[config.mk]
export PLATFORM = sky130hd
export DESIGN_NAME = move_sequencer
export DESIGN_NICKNAME = d
export VERILOG_FILES = /design/src/rtl/move_sequencer.sv
export SDC_FILE = /design/constraint.sdc
export NUM_CORES = 1
export LEC_CHECK = 0
export ABC_AREA = 1
export BUFFER_PORTS_ARGS = -buffer_cell sky130_fd_sc_hd__buf_2
export CORE_ASPECT_RATIO = 0.7
export CORE_MARGIN = 1.5
export CORE_UTILIZATION = 59
export DETAILED_ROUTE_END_ITERATION = 10
export GPL_TIMING_DRIVEN = 0
export PLACE_DENSITY = 0.81
export REMOVE_ABC_BUFFERS = 1
export SYNTH_ARGS = -nofsm -noshare
export SYNTH_HDL_FRONTEND = slang
export SYNTH_SLANG_ARGS = --single-unit
[constraint.sdc]
create_clock -name sys_clk_50m -period 5.12 [get_ports sys_clk_50m]
set_input_delay 0.768 -clock sys_clk_50m [delete_from_list [all_inputs] [get_ports sys_clk_50m]]
set_output_delay 0.768 -clock sys_clk_50m [all_outputs]
set_load 0.005 [all_outputs]
[src/rtl/move_sequencer.sv]
// move_sequencer: walks a byte-wide descriptor table and issues each 6-byte move
// descriptor to the data-move engine. It waits for move_done after each descriptor
// and aborts the sequence if the engine stalls for longer than TIMEOUT cycles.
module move_sequencer #(
  parameter int MAX_CMDS = 64,
  parameter int TIMEOUT  = 1000
) (
  input  logic        sys_clk_50m,
  input  logic        sys_rst,
  input  logic        seq_start,
  output logic        seq_busy,
  output logic        seq_done,
  output logic        seq_err,
  output logic [7:0]  err_cnt,
  output logic [5:0]  cmd_idx,
  output logic [8:0]  tbl_raddr,
  input  logic [7:0]  tbl_rdata,
  output logic        byte6_valid,
  output logic [47:0] byte6_data,
  input  logic        move_done
);

  typedef enum logic [2:0] {
    IDLE      = 3'd0,
    RD_CNT    = 3'd1,
    RD_DESC   = 3'd2,
    ISSUE     = 3'd3,
    WAIT_DONE = 3'd4
  } state_t;

  // Largest usable count, and the last timeout count value that still allows a move_done.
  localparam logic [7:0]  MAX_N    = 8'(MAX_CMDS);
  localparam logic [6:0]  MAX_N7   = 7'(MAX_CMDS);
  localparam logic [15:0] TMO_LAST = 16'(TIMEOUT - 1);

  state_t       state_q, state_d;
  logic [1:0]   phase_q, phase_d;        // 0: address out, 2: data valid and captured
  logic [2:0]   byte_idx_q, byte_idx_d;  // descriptor byte being fetched
  logic [5:0]   cmd_idx_q, cmd_idx_d;
  logic [6:0]   n_cmds_q, n_cmds_d;      // effective (clamped) descriptor count
  logic [15:0]  tmo_cnt_q, tmo_cnt_d;
  logic [39:0]  acc_q, acc_d;            // first five descriptor bytes, oldest in the MSBs
  logic [47:0]  byte6_data_q, byte6_data_d;
  logic         byte6_valid_q, byte6_valid_d;
  logic         seq_busy_q, seq_busy_d;
  logic         seq_done_q, seq_done_d;
  logic         seq_err_q, seq_err_d;
  logic [7:0]   err_cnt_q, err_cnt_d;
  logic [8:0]   tbl_raddr_q, tbl_raddr_d;
  logic         last_cmd;
  logic [7:0]   err_cnt_inc;

  // Byte address of a descriptor byte: 1 + 6*idx + byte index (max 384, fits 9 bits).
  function automatic logic [8:0] desc_addr(input logic [5:0] idx, input logic [2:0] bidx);
    return 9'd1 + ({3'b000, idx} * 9'd6) + {6'b000000, bidx};
  endfunction

  assign last_cmd    = ({1'b0, cmd_idx_q} == (n_cmds_q - 7'd1));
  assign err_cnt_inc = (err_cnt_q == 8'hFF) ? err_cnt_q : (err_cnt_q + 8'd1);

  // Next-state and next-output computation for the whole sequencer.
  always_comb begin
    state_d       = state_q;
    phase_d       = phase_q;
    byte_idx_d    = byte_idx_q;
    cmd_idx_d     = cmd_idx_q;
    n_cmds_d      = n_cmds_q;
    tmo_cnt_d     = tmo_cnt_q;
    acc_d         = acc_q;
    byte6_data_d  = byte6_data_q;
    byte6_valid_d = 1'b0;
    seq_busy_d    = seq_busy_q;
    seq_done_d    = 1'b0;
    seq_err_d     = seq_err_q;
    err_cnt_d     = err_cnt_q;
    tbl_raddr_d   = tbl_raddr_q;

    case (state_q)
      IDLE: begin
        if (seq_start) begin
          state_d     = RD_CNT;
          seq_busy_d  = 1'b1;
          seq_err_d   = 1'b0;
          tbl_raddr_d = 9'd0;
          phase_d     = 2'd0;
          cmd_idx_d   = 6'd0;
        end
      end

      RD_CNT: begin
        if (phase_q == 2'd2) begin
          phase_d = 2'd0;
          if (tbl_rdata == 8'd0) begin
            state_d    = IDLE;
            seq_busy_d = 1'b0;
            seq_done_d = 1'b1;
          end else begin
            if (tbl_rdata > MAX_N) begin
              n_cmds_d  = MAX_N7;
              seq_err_d = 1'b1;
              err_cnt_d = err_cnt_inc;
            end else begin
              n_cmds_d = tbl_rdata[6:0];
            end
            state_d     = RD_DESC;
            byte_idx_d  = 3'd0;
            tbl_raddr_d = desc_addr(cmd_idx_q, 3'd0);
          end
        end else begin
          phase_d = phase_q + 2'd1;
        end
      end

      RD_DESC: begin
        if (phase_q == 2'd2) begin
          phase_d = 2'd0;
          acc_d   = {acc_q[31:0], tbl_rdata};
          if (byte_idx_q == 3'd5) begin
            byte6_data_d  = {acc_q, tbl_rdata};
            byte6_valid_d = 1'b1;
            state_d       = ISSUE;
          end else begin
            byte_idx_d  = byte_idx_q + 3'd1;
            tbl_raddr_d = desc_addr(cmd_idx_q, byte_idx_q + 3'd1);
          end
        end else begin
          phase_d = phase_q + 2'd1;
        end
      end

      ISSUE: begin
        // move_done is deliberately not looked at in the strobe cycle.
        state_d   = WAIT_DONE;
        tmo_cnt_d = 16'd0;
      end

      WAIT_DONE: begin
        // move_done wins over a timeout landing in the same cycle.
        if (move_done) begin
          if (last_cmd) begin
            state_d    = IDLE;
            seq_busy_d = 1'b0;
            seq_done_d = 1'b1;
          end else begin
            cmd_idx_d   = cmd_idx_q + 6'd1;
            byte_idx_d  = 3'd0;
            phase_d     = 2'd0;
            tbl_raddr_d = desc_addr(cmd_idx_q + 6'd1, 3'd0);
            state_d     = RD_DESC;
          end
        end else if (tmo_cnt_q == TMO_LAST) begin
          state_d    = IDLE;
          seq_busy_d = 1'b0;
          seq_done_d = 1'b1;
          seq_err_d  = 1'b1;
          err_cnt_d  = err_cnt_inc;
        end else begin
          tmo_cnt_d = tmo_cnt_q + 16'd1;
        end
      end

      default: begin
        state_d    = IDLE;
        seq_busy_d = 1'b0;
      end
    endcase
  end

  // State and registered outputs; reset drops everything at once, with no seq_done.
  always_ff @(posedge sys_clk_50m or posedge sys_rst) begin
    if (sys_rst) begin
      state_q       <= IDLE;
      phase_q       <= 2'd0;
      byte_idx_q    <= 3'd0;
      cmd_idx_q     <= 6'd0;
      n_cmds_q      <= 7'd0;
      tmo_cnt_q     <= 16'd0;
      acc_q         <= 40'd0;
      byte6_data_q  <= 48'd0;
      byte6_valid_q <= 1'b0;
      seq_busy_q    <= 1'b0;
      seq_done_q    <= 1'b0;
      seq_err_q     <= 1'b0;
      err_cnt_q     <= 8'd0;
      tbl_raddr_q   <= 9'd0;
    end else begin
      state_q       <= state_d;
      phase_q       <= phase_d;
      byte_idx_q    <= byte_idx_d;
      cmd_idx_q     <= cmd_idx_d;
      n_cmds_q      <= n_cmds_d;
      tmo_cnt_q     <= tmo_cnt_d;
      acc_q         <= acc_d;
      byte6_data_q  <= byte6_data_d;
      byte6_valid_q <= byte6_valid_d;
      seq_busy_q    <= seq_busy_d;
      seq_done_q    <= seq_done_d;
      seq_err_q     <= seq_err_d;
      err_cnt_q     <= err_cnt_d;
      tbl_raddr_q   <= tbl_raddr_d;
    end
  end

  assign seq_busy    = seq_busy_q;
  assign seq_done    = seq_done_q;
  assign seq_err     = seq_err_q;
  assign err_cnt     = err_cnt_q;
  assign cmd_idx     = cmd_idx_q;
  assign tbl_raddr   = tbl_raddr_q;
  assign byte6_valid = byte6_valid_q;
  assign byte6_data  = byte6_data_q;

endmodule

Word-level counts from Yosys, hierarchy flattened:

Index checks and enable logic that the tools add are counted.

* bitwise logic cells: 2
* equality and inequality tests: 24
* magnitude comparators: 1
* multiply operators: 2
* muxes and demuxes: 67
* $add $sub $neg: 9
* reduce and logical (&&, ||, !) cells: 23

Operators with widths (number)
* $mux 9: 7
* $mux 8: 6
* $mux 3: 12
* $pmux 9 s4: 1
* $mux 16: 2
* $pmux 16 s2: 1
* $ne 2x2->1 const B: 13
* $mux 1: 20
* $add 1x9->9 const A: 2
* $mux 6: 3
* $add 16x1->16 const B: 1
* $eq 16x10->1 const B: 1
* $mul 6x2->8 const B: 2
* $pmux 8 s2: 1
* $pmux 3 s5: 1
* $reduce_and 7->1: 2
* $mux 2: 6
* $pmux 6 s2: 1
* $reduce_and 6->1: 2
* $add 9x3->9: 1
* $pmux 3 s3: 1
* $reduce_and 3->1: 3
* $reduce_bool 3->1: 3
* $add 8x1->8 const B: 1
* other kinds (27): 35

* word-level logic and storage cells: 142
* input bits: 12
* register bits: 146
* output and inout port bits: 75

Depth between registers and ports, before layout:

Gate-level depths: netlist (run 1).

* depth in word-level cells: 6
* gate-level depth with buffers: 16
* depth with buffers taken out: 16

Worst setup path after synthesis (run 1):

OpenSTA, ideal clock, no wires.

* path type: reg2reg
* from: reg cmd_idx_q[0] (netlist: cmd_idx[0])
* to: reg tbl_raddr_q[8] (netlist: tbl_raddr[8])
* library setup time: 117 ps
* clock period less this slack: 2207 ps
* arrival time: 2091 ps
* cell stages (with the launch flop): 12
* buffers on the path: 0
* setup slack: 2913 ps
* cell sequence: dfrtp_1 -> ha_1 -> inv_1 -> fa_1 -> nand3b_1 -> nand2_1 -> xor2_1 -> nand4_1 -> nand3_1 -> nand2_1 -> nand2_1 -> nand2_1

* cells in the longest elaborated chain, start to end: 6
* elaborated cells on any way between the ends: 16

Ends and longest elaborated chain
* start: declaration: RTL line 39 `logic [5:0] cmd_idx_q, cmd_idx_d;`
* start signal: assignment: RTL line 190 `cmd_idx_q <= cmd_idx_d;`
* $mul 6x2->8 or $add 6x1->6 (tied branches): RTL line 55, 148
* $add 1x9->9 or $mul 6x2->8 (tied branches): RTL line 55 `return 9'd1 + ({3'b000, idx} * 9'd6) + {6'b000000, bidx};`
* $add 9x3->9 or $add 1x9->9 (tied branches): RTL line 55
* $mux 9, on equally long branches: RTL line 118, 140
* $mux 9, on equally long branches: RTL line 115, 139
* $pmux 9 s4: RTL line 78 `case (state_q)`
* end signal: assignment: RTL line 200 `tbl_raddr_q <= tbl_raddr_d;`
* end: declaration: RTL line 49 `logic [8:0] tbl_raddr_q, tbl_raddr_d;`

Parallel ways exist; a longest one is shown, timed or not. The select of a mux whose other input is x is not followed.
A chain may end at the register's enable or synchronous reset.

Final worst setup path (run 1):

* from: reg state_q[2]
* to: reg byte6_data_q[3] (netlist: byte6_data[3])

* cells in the longest elaborated chain, start to end: 2

Ends and longest elaborated chain
* start: declaration: RTL line 36 `state_t state_q, state_d;`
* start signal: assignment: RTL line 187 `state_q <= state_d;`
* $eq 3x2->1: RTL line 78
* $reduce_and 3->1 (no line)
* end signal: assignment: RTL line 194 `byte6_data_q <= byte6_data_d;`
* end: declaration: RTL line 43 `logic [47:0] byte6_data_q, byte6_data_d;`

No other way between the ends.

==> results by group, run 1 <==
Outcome
  • Run status: complete, no violations

Worst setup path
  • CP max-delay cell: inv_2
  • Worst setup path class: flop to flop
  • Critical-path maximum fanout: 88
  • Slowest stage delay, CP: 0.51 ns
  • Critical path endpoint category: flop
  • CP Cell Sequence: nor2_1, inv_1, nor2_4, nand2_4, nor2_8, inv_2, o21ai_0
  • Critical path's top delay family: simple AND/OR/NAND/NOR gates
  • Reg2reg setup slack: 2.29 ns
  • Worst EP arrival: 3.14 ns
  • Worst Path Buf+Inv: 2
  • Crit start category: flop
  • CP required: 5.43 ns

Clock tree
  • CTS root buffer: clkbuf_16
  • H-tree Lvls: 4
  • # clock sinks: 146
  • Clk_lat worst skew: 0.42 ns
  • Worst-path clk slew: 0.07 ns
  • Total CTS buffers: 17
  • Post-CTS resize count: 0
  • Post-CTS setup buffer count: 0
  • TritonCTS clock tree: yes
  • Hold buffers post-CTS: 0
  • CTS Buffer Depth: 2

Detailed routing
  • Vias: 6103
  • DRC Markers: 0
  • Drt initial violations: 474
  • DRT Pass-1 Iters: 5
  • Remaining antenna violation count: 0
  • Wirelength per Cell: 13.9 um
  • Routed WL: 15.9 mm
  • Drt via density: 5.34

Pwr
  • Worst VDD drop: 0.000402 V
  • Power, Total: 3.91 mW
  • Pleak: 4.44 nW
  • P per Cell Area: 464 mW/mm^2

STA
  • Endpoints failing setup: 0
  • Tmin final: 2.83 ns
  • Setup_tns: 0 ns
  • Worst slew margin: 0.179
  • Tcrit/Tclk final: 0.553
  • RSZ-0062 raised after global routing: no
  • Slew @ Worst Pin: 1.23 ns
  • Achievable Freq: 353 MHz
  • Skew final: 0.00930 ns
  • Fin. Hold Viols: 0
  • Final Max Slew Viols: 0

Cells and area
  • Multi-input logic area: 0.00309 mm^2
  • Nets: 1005
  • Area Growth Syn to Fin: 15.2%
  • Fill cell count: 936
  • Most common library cell in the layout ignoring fill and taps: nand2_1
  • Ant. Diodes: 0
  • Final Instance Area: 0.00842 mm^2
  • Area occupied by registers: 0.00365 mm^2
  • Most frequent cells in the layout: nand2_1 (261), dfrtp_1 (146), o21ai_0 (105)
  • Layout cells sized above 1: 0.152

Global routing
  • Initial antenna violation count: 0
  • Vias in the first global route: 5521
  • First-pass GRT wire length: 26.6 mm
  • GRT overflow: 0
  • Largest net degree at the start of global routing: 98
  • Total global-route track usage: 0.259

Floorplanning
  • I/O Pins: 87
  • Die W: 136 um
  • Die area: 0.0131 mm^2
  • CORE AREA: 0.0119 mm^2
  • Rows: 33
  • Initial Util: 0.615
  • Vertical die dimension: 96.1 um

Logic synthesis
  • Syn avg cell area: 8.21 um^2
  • Sequential-to-total area share from yosys stat: 0.500
  • Yosys warning total: 0
  • Synth Register Bits: 146
  • Distinct cells, synth: 39
  • Cells after Synth: 891
  • Cell Area, Synth: 0.00731 mm^2

Min path
  • Worst Hold Class: primary input to async pin

Place
  • IO buf count: 86
  • Post-DP Area: 0.00784 mm^2
  • Dpl hpwl: 10.9 mm
  • GP Congestion: 0.895

Job
  • Maxcap violations: 0
-- metal layers --
metal	part of all wire	wire, um	up-vias	GRT usage
met5	0	0	-	0
met4	0.010	162	0	0.0638
met3	0.054	856	14	0.0437
met2	0.45	7170	161	0.404
met1	0.49	7720	2897	0.380
li1	-	-	3031	-
-- per-stage QoR --
step / hold WS [ns] / worst slack (ns) / util / std cells
after floorplan: 0.449 / 0.429 / - / 867
final: 0.381 / 2.29 / 0.708 / 1143
after global placement: 0.448 / -1.06 / 0.657 / 1110
after global routing: 0.421 / 1.96 / 0.708 / 1143
after CTS: 0.393 / 2.26 / 0.708 / 1143
after detailed placement: 0.453 / 2.31 / 0.659 / 1111
-- final cells by class --
type	count	share of cell area
sequential	146	0.434
multi-input combinational	605	0.367
timing repair buffer	87	0.0544
inverter	116	0.0526
clock buffer	18	0.0521
tap	157	0.0233
clock inverter	14	0.0169
-- cells in the mapped netlist, drive strengths merged --
| library cell | n | area [um^2] |
|---|---|---|
| nand2 | 267 | 1030 |
| dfrtp | 146 | 3650 |
| inv | 115 | 434 |
| o21ai | 115 | 591 |
| nor2 | 54 | 258 |
| nand3 | 49 | 255 |
| ha | 19 | 238 |
| xor2 | 19 | 166 |
| a21oi | 17 | 85.1 |
| nor3 | 15 | 86.3 |
| buf | 14 | 92.6 |
| nand4 | 11 | 68.8 |
| clkbuf | 10 | 37.5 |
| o31ai | 8 | 60.1 |
| xnor2 | 8 | 70.1 |
| nand3b | 5 | 37.5 |
| o22ai | 4 | 25.0 |
| o211ai | 3 | 22.5 |
| o221ai | 3 | 26.3 |
| a21o | 2 | 15.0 |
| a31oi | 2 | 12.5 |
| or2 | 2 | 12.5 |
| clkinv | 1 | 3.75 |
| fa | 1 | 20.0 |
| o21a | 1 | 7.51 |
-- path summary, 6_finish.rpt --
| kind | start | endpoint | cells after the start |
|---|---|---|---|
| worst max-delay path | state_q[2] | byte6_data[3] | 7 |
| worst min-delay path | sys_rst | seq_done | 2 |
| worst max register to register | state_q[2] | byte6_data[3] | 7 |
| worst min register to register | byte6_data[40] | byte6_data[40] | 2 |
| max in group asynchronous | sys_rst | byte6_data[4] | 3 |
| min in group sys_clk_50m | byte6_data[40] | byte6_data[40] | 2 |
-- sequential cells by signal (all words and copies together) (netlist names) --
register     cells
seq_busy         1
phase_q          2
seq_err          1
state_q          3
err_cnt          8
seq_done         1
byte6_valid      1
acc_q           40
byte6_data      48
tmo_cnt_q       16
cmd_idx          6
tbl_raddr        9
byte_idx_q       3
n_cmds_q         7
-- kinds of logic after synthesis --
family,Yosys count,synth area share
AOI/OAI and AO/OA,155,0.116
xor gates and xnor gates,27,0.0323
adders and majority gates,20,0.0353
buffers and inverters,140,0.0777
DFF,146,0.500
and+or+nand+nor,403,0.239
-- power by group --
part / internal (mW) / switching, mW
clock: 0.697 / 0.533
sequential: 1.37 / 0.154
combinational: 0.366 / 0.786
total: 2.43 / 1.47
No activity file was read; power rests on OpenSTA's default activity.
==> run 2: changes to the inputs <==
--- a/config.mk
+++ b/config.mk
@@ -5,14 +5,14 @@
 export SDC_FILE = /design/constraint.sdc
 export NUM_CORES = 1
 export LEC_CHECK = 0
-export ABC_AREA = 1
+export ABC_AREA = 0
 export BUFFER_PORTS_ARGS = -buffer_cell sky130_fd_sc_hd__buf_2
 export CORE_ASPECT_RATIO = 0.7
 export CORE_MARGIN = 1.5
-export CORE_UTILIZATION = 59
+export CORE_UTILIZATION = 53
 export DETAILED_ROUTE_END_ITERATION = 10
 export GPL_TIMING_DRIVEN = 0
-export PLACE_DENSITY = 0.81
+export PLACE_DENSITY = 0.77
 export REMOVE_ABC_BUFFERS = 1
 export SYNTH_ARGS = -nofsm -noshare
 export SYNTH_HDL_FRONTEND = slang
==> constraint.sdc (replaced) <==
create_clock -name sys_clk_50m -period 2.4 [get_ports sys_clk_50m]
set_input_delay 0.36 -clock sys_clk_50m [delete_from_list [all_inputs] [get_ports sys_clk_50m]]
set_output_delay 0.36 -clock sys_clk_50m [all_outputs]
set_load 0.005 [all_outputs]
==> run 2 against run 1 <==
The flow now finishes with violations (negative hold slack, negative setup slack); worst setup slack lost 2.5 ns; non-clock buffer count up 38; synthesized cell count shrank 29%; critical path depth up 2; die area up 9.7%.
==> results by group, run 2 <==
Outcome
  • Run status: complete, but fails checks
  • Failing checks: negative hold slack, negative setup slack

Worst setup path
  • Worst EP arrival: 2.88 ns
  • Crit start category: flop
  • CP max-delay cell: or4_1
  • CP Cell Sequence: ha_4, inv_2, fa_2, nand2b_4, a21oi_2, xor2_2, or4_1, a31o_2, a22o_1
  • CP required: 2.71 ns
  • Critical path endpoint category: flop
  • Worst setup path class: flop to flop
  • Critical-path maximum fanout: 6
  • Slowest stage delay, CP: 0.48 ns
  • Critical path's top delay family: simple AND/OR/NAND/NOR gates
  • Worst Path Buf+Inv: 1

Logic synthesis
  • Ys flop type: dfrtp_1
  • Yosys warning total: 0
  • Cell taking the most area after synthesis: dfrtp_1
  • Post-synth EDFFs: 0
  • Top-count cell post-synth: dfrtp_1
  • Cell Area, Synth: 0.00722 mm^2
  • Fraction of registers with async set/reset: 1.00
  • Synth Register Bits: 146
  • Most frequent cells after synthesis: dfrtp_1 (146), mux2_2 (90), nor2_1 (44)
  • Synth top area cells: dfrtp_1 (51%), mux2_2 (14%), ha_1 (3.3%)
  • Distinct cells, synth: 73
  • Area share of the largest cell type after synthesis: 0.506
  • Cells after Synth: 634
  • Sequential-to-total area share from yosys stat: 0.506
  • Syn avg cell area: 11.4 um^2

Floorplanning
  • Rows: 35
  • Die area: 0.0143 mm^2
  • Initial Util: 0.546
  • Vertical die dimension: 101 um
  • Die W: 143 um
  • CORE AREA: 0.0132 mm^2
  • I/O Pins: 87

STA
  • Fin Hold WS: -0.0107 ns
  • Final Max Slew Viols: 0
  • Setup ws final: -0.166 ns
  • Setup_tns: -0.294 ns
  • Achievable Freq: 390 MHz
  • Slew @ Worst Pin: 0.739 ns
  • Skew final: 0.0116 ns
  • Endpoints failing setup: 3
  • Fin. Hold Viols: 7
  • RSZ-0062 raised after global routing: yes
  • Worst slew margin: 0.507
  • Tcrit/Tclk final: 1.07
  • Tmin final: 2.57 ns

Min path
  • Worst Hold Class: primary input to async pin

Pwr
  • P per Cell Area: 919 mW/mm^2
  • Pint: 5.38 mW
  • Switch share: 0.346
  • Comb power frac: 0.286
  • NetSw: 2.85 mW
  • Power, Total: 8.23 mW
  • Register share of total power: 0.398
  • Worst VDD drop: 0.000642 V
  • Clock share of power: 0.316
  • Pleak: 4.41 nW

Place
  • Post-DP Area: 0.00779 mm^2
  • GP Congestion: 0.844
  • Placed Cells: 883
  • IO buf count: 86
  • Dpl hpwl: 10.7 mm

Detailed routing
  • DRT Pass-1 Iters: 5
  • Routed WL: 17.1 mm
  • Drt via density: 5.84
  • Wirelength per Cell: 17.9 um
  • DRC Markers: 0
  • Drt initial violations: 433
  • Remaining antenna violation count: 0
  • Vias: 5558

Clock tree
  • Worst-path clk slew: 0.07 ns
  • CTS Buffer Depth: 2
  • H-tree Lvls: 4
  • Hold buffers post-CTS: 0
  • Clk_lat worst skew: 0.42 ns
  • # clock sinks: 146
  • TritonCTS clock tree: yes
  • Total CTS buffers: 17
  • CTS root buffer: clkbuf_16

Cells and area
  • Ant. Diodes: 0
  • Max reg flops: 48
  • Final Instance Area: 0.00896 mm^2
  • Nets: 785
  • Area Growth Syn to Fin: 24.0%
  • Non-filler instance count after layout: 951
  • Layout cells sized above 1: 0.409
  • Most frequent cells in the layout: dfrtp_1 (136), mux2_2 (90), buf_2 (86)
  • Fill cell count: 955
  • Most common library cell in the layout ignoring fill and taps: dfrtp_1

Global routing
  • Initial antenna violation count: 0
  • Largest net degree at the start of global routing: 87
  • GRT overflow: 0
  • Vias in the first global route: 5552
  • Total global-route track usage: 0.252
  • First-pass GRT wire length: 28.2 mm

Job
  • Maxcap violations: 0
[run 2: cell families after synthesis]
kind of cell | count (synthesis) | share of synthesized area
buffers and inverters | 49 | 0.0359
flip-flops | 146 | 0.506
multiplexers | 93 | 0.144
AND/OR/NAND/NOR | 175 | 0.122
XOR/XNOR | 39 | 0.0473
adder cells (fa/ha/maj) | 20 | 0.0357
AO/OA/AOI/OAI | 112 | 0.108
[run 2: final cells by class]
type | count | area, um^2 | area share
Clock buffer | 18 | 439 | 0.0490
Clock inverter | 14 | 139 | 0.0155
Inverter | 24 | 96.3 | 0.0108
Multi-Input combinational cell | 439 | 3600 | 0.402
Sequential cell | 146 | 3670 | 0.410
Tap cell | 185 | 231 | 0.0258
Timing Repair Buffer | 125 | 781 | 0.0872
[run 2: what timing repair did]
action,CTS,global route
pin swaps,14,3
setup endpoints to repair,121,33
setup buffers,29,7
resized for setup,50,21
cloned,0,0
[run 2: per-stage QoR]
| stage | utilization | worst slack (ns) |
|---|---|---|
| 2_1_floorplan | - | -1.88 |
| 3_3_place_gp | 0.583 | -3.20 |
| 3_5_place_dp | 0.589 | -0.921 |
| 4_1_cts | 0.667 | -0.104 |
| 5_1_grt | 0.677 | -0.221 |
| 6_report | 0.677 | -0.166 |
[run 2: final timing paths]
| path | start | endpoint | slack [ns] | cells past startpoint |
|---|---|---|---|---|
| setup / recovery | cmd_idx[0] | tbl_raddr[8] | -0.17 | 9 |
| min in group sys_clk_50m | tbl_rdata[3] | byte6_data[3] | 0.24 | 2 |
| hold reg to reg | err_cnt[5] | err_cnt[5] | 0.48 | 1 |
| max in group asynchronous | sys_rst | cmd_idx[0] | 1.55 | 3 |
| hold / removal | sys_rst | byte6_valid | -0.01 | 2 |
| setup reg to reg | cmd_idx[0] | tbl_raddr[8] | -0.17 | 9 |
[run 2: per-layer routing]
layer / vias up / share of wire / wire length [um] / track usage
met1: 2788 / 0.43 / 7360 / 0.335
met3: 25 / 0.071 / 1210 / 0.0613
li1: 2526 / - / - / -
met5: - / 0 / 0 / 0
met2: 219 / 0.49 / 8290 / 0.412
met4: 0 / 0.011 / 192 / 0.0745
[run 2: power by group through the flow]
| stage | clock, mW | combinational (mW) | sequential, mW |
|---|---|---|---|
| finish | 2.60 | 2.36 | 3.27 |
| CTS | 2.63 | 2.11 | 3.26 |
| detailed placement | 0 | 1.82 | 3.30 |
| global route | 2.73 | 2.60 | 3.33 |
| floorplan | 0 | 1.36 | 3.18 |
| global placement | 0 | 1.72 | 3.27 |
==> run 3: changes to the inputs <==
--- a/config.mk
+++ b/config.mk
@@ -11,9 +11,9 @@
 export CORE_MARGIN = 1.5
 export CORE_UTILIZATION = 53
 export DETAILED_ROUTE_END_ITERATION = 10
-export GPL_TIMING_DRIVEN = 0
 export PLACE_DENSITY = 0.77
 export REMOVE_ABC_BUFFERS = 1
+export SETUP_SLACK_MARGIN = 0.5
 export SYNTH_ARGS = -nofsm -noshare
 export SYNTH_HDL_FRONTEND = slang
 export SYNTH_SLANG_ARGS = --single-unit
==> run 3 against run 2 <==
Sequential share of layout area shrank 5.6 points; critical endpoint unchanged; first-iteration DRC count grew 44%; largest power group is now combinational logic; final area grew 15%; highest routed layer unchanged; the run still ends with negative hold slack, negative setup slack left.
==> results by group, run 3 (same netlist as run 2, synthesis figures left out) <==
Clock tree
  • Clk_lat worst skew: 0.44 ns
  • TritonCTS clock tree: yes
  • CTS root buffer: clkbuf_16
  • Worst-path clk slew: 0.07 ns
  • H-tree Lvls: 4
  • Total CTS buffers: 17
  • CTS Buffer Depth: 2
  • Hold buffers post-CTS: 0
  • # clock sinks: 146

Detailed routing
  • DRT Pass-1 Iters: 5
  • Remaining antenna violation count: 0
  • Drt initial violations: 623
  • DRC Markers: 0
  • Drt via density: 6.38
  • Routed WL: 24.9 mm
  • Wirelength per Cell: 24.5 um
  • Vias: 6502

STA
  • Slew @ Worst Pin: 0.860 ns
  • Final Max Slew Viols: 0
  • Fin. Hold Viols: 3
  • RSZ-0062 raised after global routing: yes
  • Tmin final: 2.63 ns
  • Setup_tns: -0.573 ns
  • Achievable Freq: 381 MHz
  • Skew final: 0.0156 ns
  • Setup ws final: -0.227 ns
  • Endpoints failing setup: 3
  • Worst slew margin: 0.427
  • Tcrit/Tclk final: 1.09
  • Fin Hold WS: -0.00233 ns

Global routing
  • First-pass GRT wire length: 30.2 mm
  • Largest net degree at the start of global routing: 66
  • Total global-route track usage: 0.273
  • Vias in the first global route: 5825
  • Initial antenna violation count: 0
  • GRT overflow: 0

Floorplanning
  • Die area: 0.0143 mm^2
  • Initial Util: 0.546
  • I/O Pins: 87
  • Vertical die dimension: 101 um
  • Rows: 35
  • Die W: 143 um
  • CORE AREA: 0.0132 mm^2

Outcome
  • Run status: complete, but fails checks
  • Failing checks: negative hold slack, negative setup slack

Place
  • Placed Cells: 938
  • IO buf count: 86
  • Post-DP Area: 0.00820 mm^2
  • GP Congestion: 0.915
  • Dpl hpwl: 11.8 mm

Worst setup path
  • Worst Path Buf+Inv: 1
  • Crit start category: flop
  • Critical path endpoint category: flop
  • Slowest stage delay, CP: 0.48 ns
  • CP Cell Sequence: buf_4, ha_2, a211oi_2, o21bai_1, o2111ai_1, or4_4, a31o_2, a22o_1
  • CP required: 2.73 ns
  • Worst setup path class: flop to flop
  • Worst EP arrival: 2.95 ns
  • Critical path's top delay family: compound AO/OA/AOI/OAI gates
  • CP max-delay cell: or4_4
  • Critical-path maximum fanout: 5

Cells and area
  • Non-filler instance count after layout: 1019
  • Multi-input logic area: 0.00425 mm^2
  • Most common library cell in the layout ignoring fill and taps: dfrtp_1
  • Ant. Diodes: 0
  • Area Growth Syn to Fin: 43.2%
  • Final Core Density: 0.782
  • Max reg flops: 48
  • Layout cells sized above 1: 0.528
  • Nets: 853
  • Most frequent cells in the layout: dfrtp_1 (137), buf_2 (86), buf_4 (77)
  • Final Instance Area: 0.0103 mm^2
  • Fill cell count: 707
  • Area occupied by registers: 0.00366 mm^2

Pwr
  • P per Cell Area: 937 mW/mm^2
  • Worst VDD drop: 0.000680 V
  • Pleak: 4.96 nW

Job
  • Maxcap violations: 0

Min path
  • Worst Hold Class: primary input to async pin
-- run 3: changes by cell type in the layout (fill, tap and decap cells not counted), moves of 7 or more --
cell / change
nand3_1: -8
nor2_1: -8
mux2_4: +51
buf_6: +17
buf_4: +42
a21oi_1: -7
mux2_2: -51
-- run 3: metal layers --
layer / GRT usage / up-vias / wire (um) / share of wire
met5: 0 / - / 0 / 0
met4: 0.0841 / 0 / 1270 / 0.051
met3: 0.0622 / 130 / 2020 / 0.081
met2: 0.453 / 447 / 11900 / 0.48
met1: 0.360 / 3259 / 9780 / 0.39
li1: - / 2666 / - / -
-- run 3: final timing paths --
check                                    start        endpoint  slack [ns]  cells past startpoint
worst max-delay path                cmd_idx[1]    tbl_raddr[8]       -0.23                      8
worst min-delay path                   sys_rst     byte6_valid      -0.002                      2
worst max register to register      cmd_idx[1]    tbl_raddr[8]       -0.23                      8
worst min register to register  byte6_data[38]  byte6_data[38]        0.51                      1
max in group asynchronous              sys_rst   tmo_cnt_q[14]        1.73                      3
min in group sys_clk_50m          tbl_rdata[3]   byte6_data[3]        0.22                      2
-- run 3: timing repair --
item                       4_1_cts  5_1_grt
gates cloned                     3        6
gates resized for setup         89      150
setup buffers                   17       23
hold endpoints to repair         0        0
setup endpoints to repair      130      105
pin swaps                       43       57
-- run 3: metrics by stage --
step | hold slack, ns | total power [mW] | setup slack [ns]
final | -0.00233 | 9.69 | -0.227
after global routing | 0.0526 | 9.94 | -0.325
after CTS | 0.0298 | 8.67 | -0.204
after detailed placement | 0.479 | 5.35 | -0.337
after global placement | 0.469 | 5.19 | -0.162
after floorplan | 0.462 | 4.54 | -1.88
-- run 3: cell type report --
cell class              count  share of cell area
well taps                 185              0.0224
clock inverters            15              0.0182
multi-input cells         440               0.411
flip-flops and latches    146               0.354
clock buffers              17              0.0411
repair buffers            192               0.143
inverters                  24              0.0103
-- run 3: power breakdown --
group	internal [mW]	switching, mW	total [mW]
registers	2.82	0.434	3.25
logic	1.61	2.03	3.65
clock network	1.50	1.29	2.79
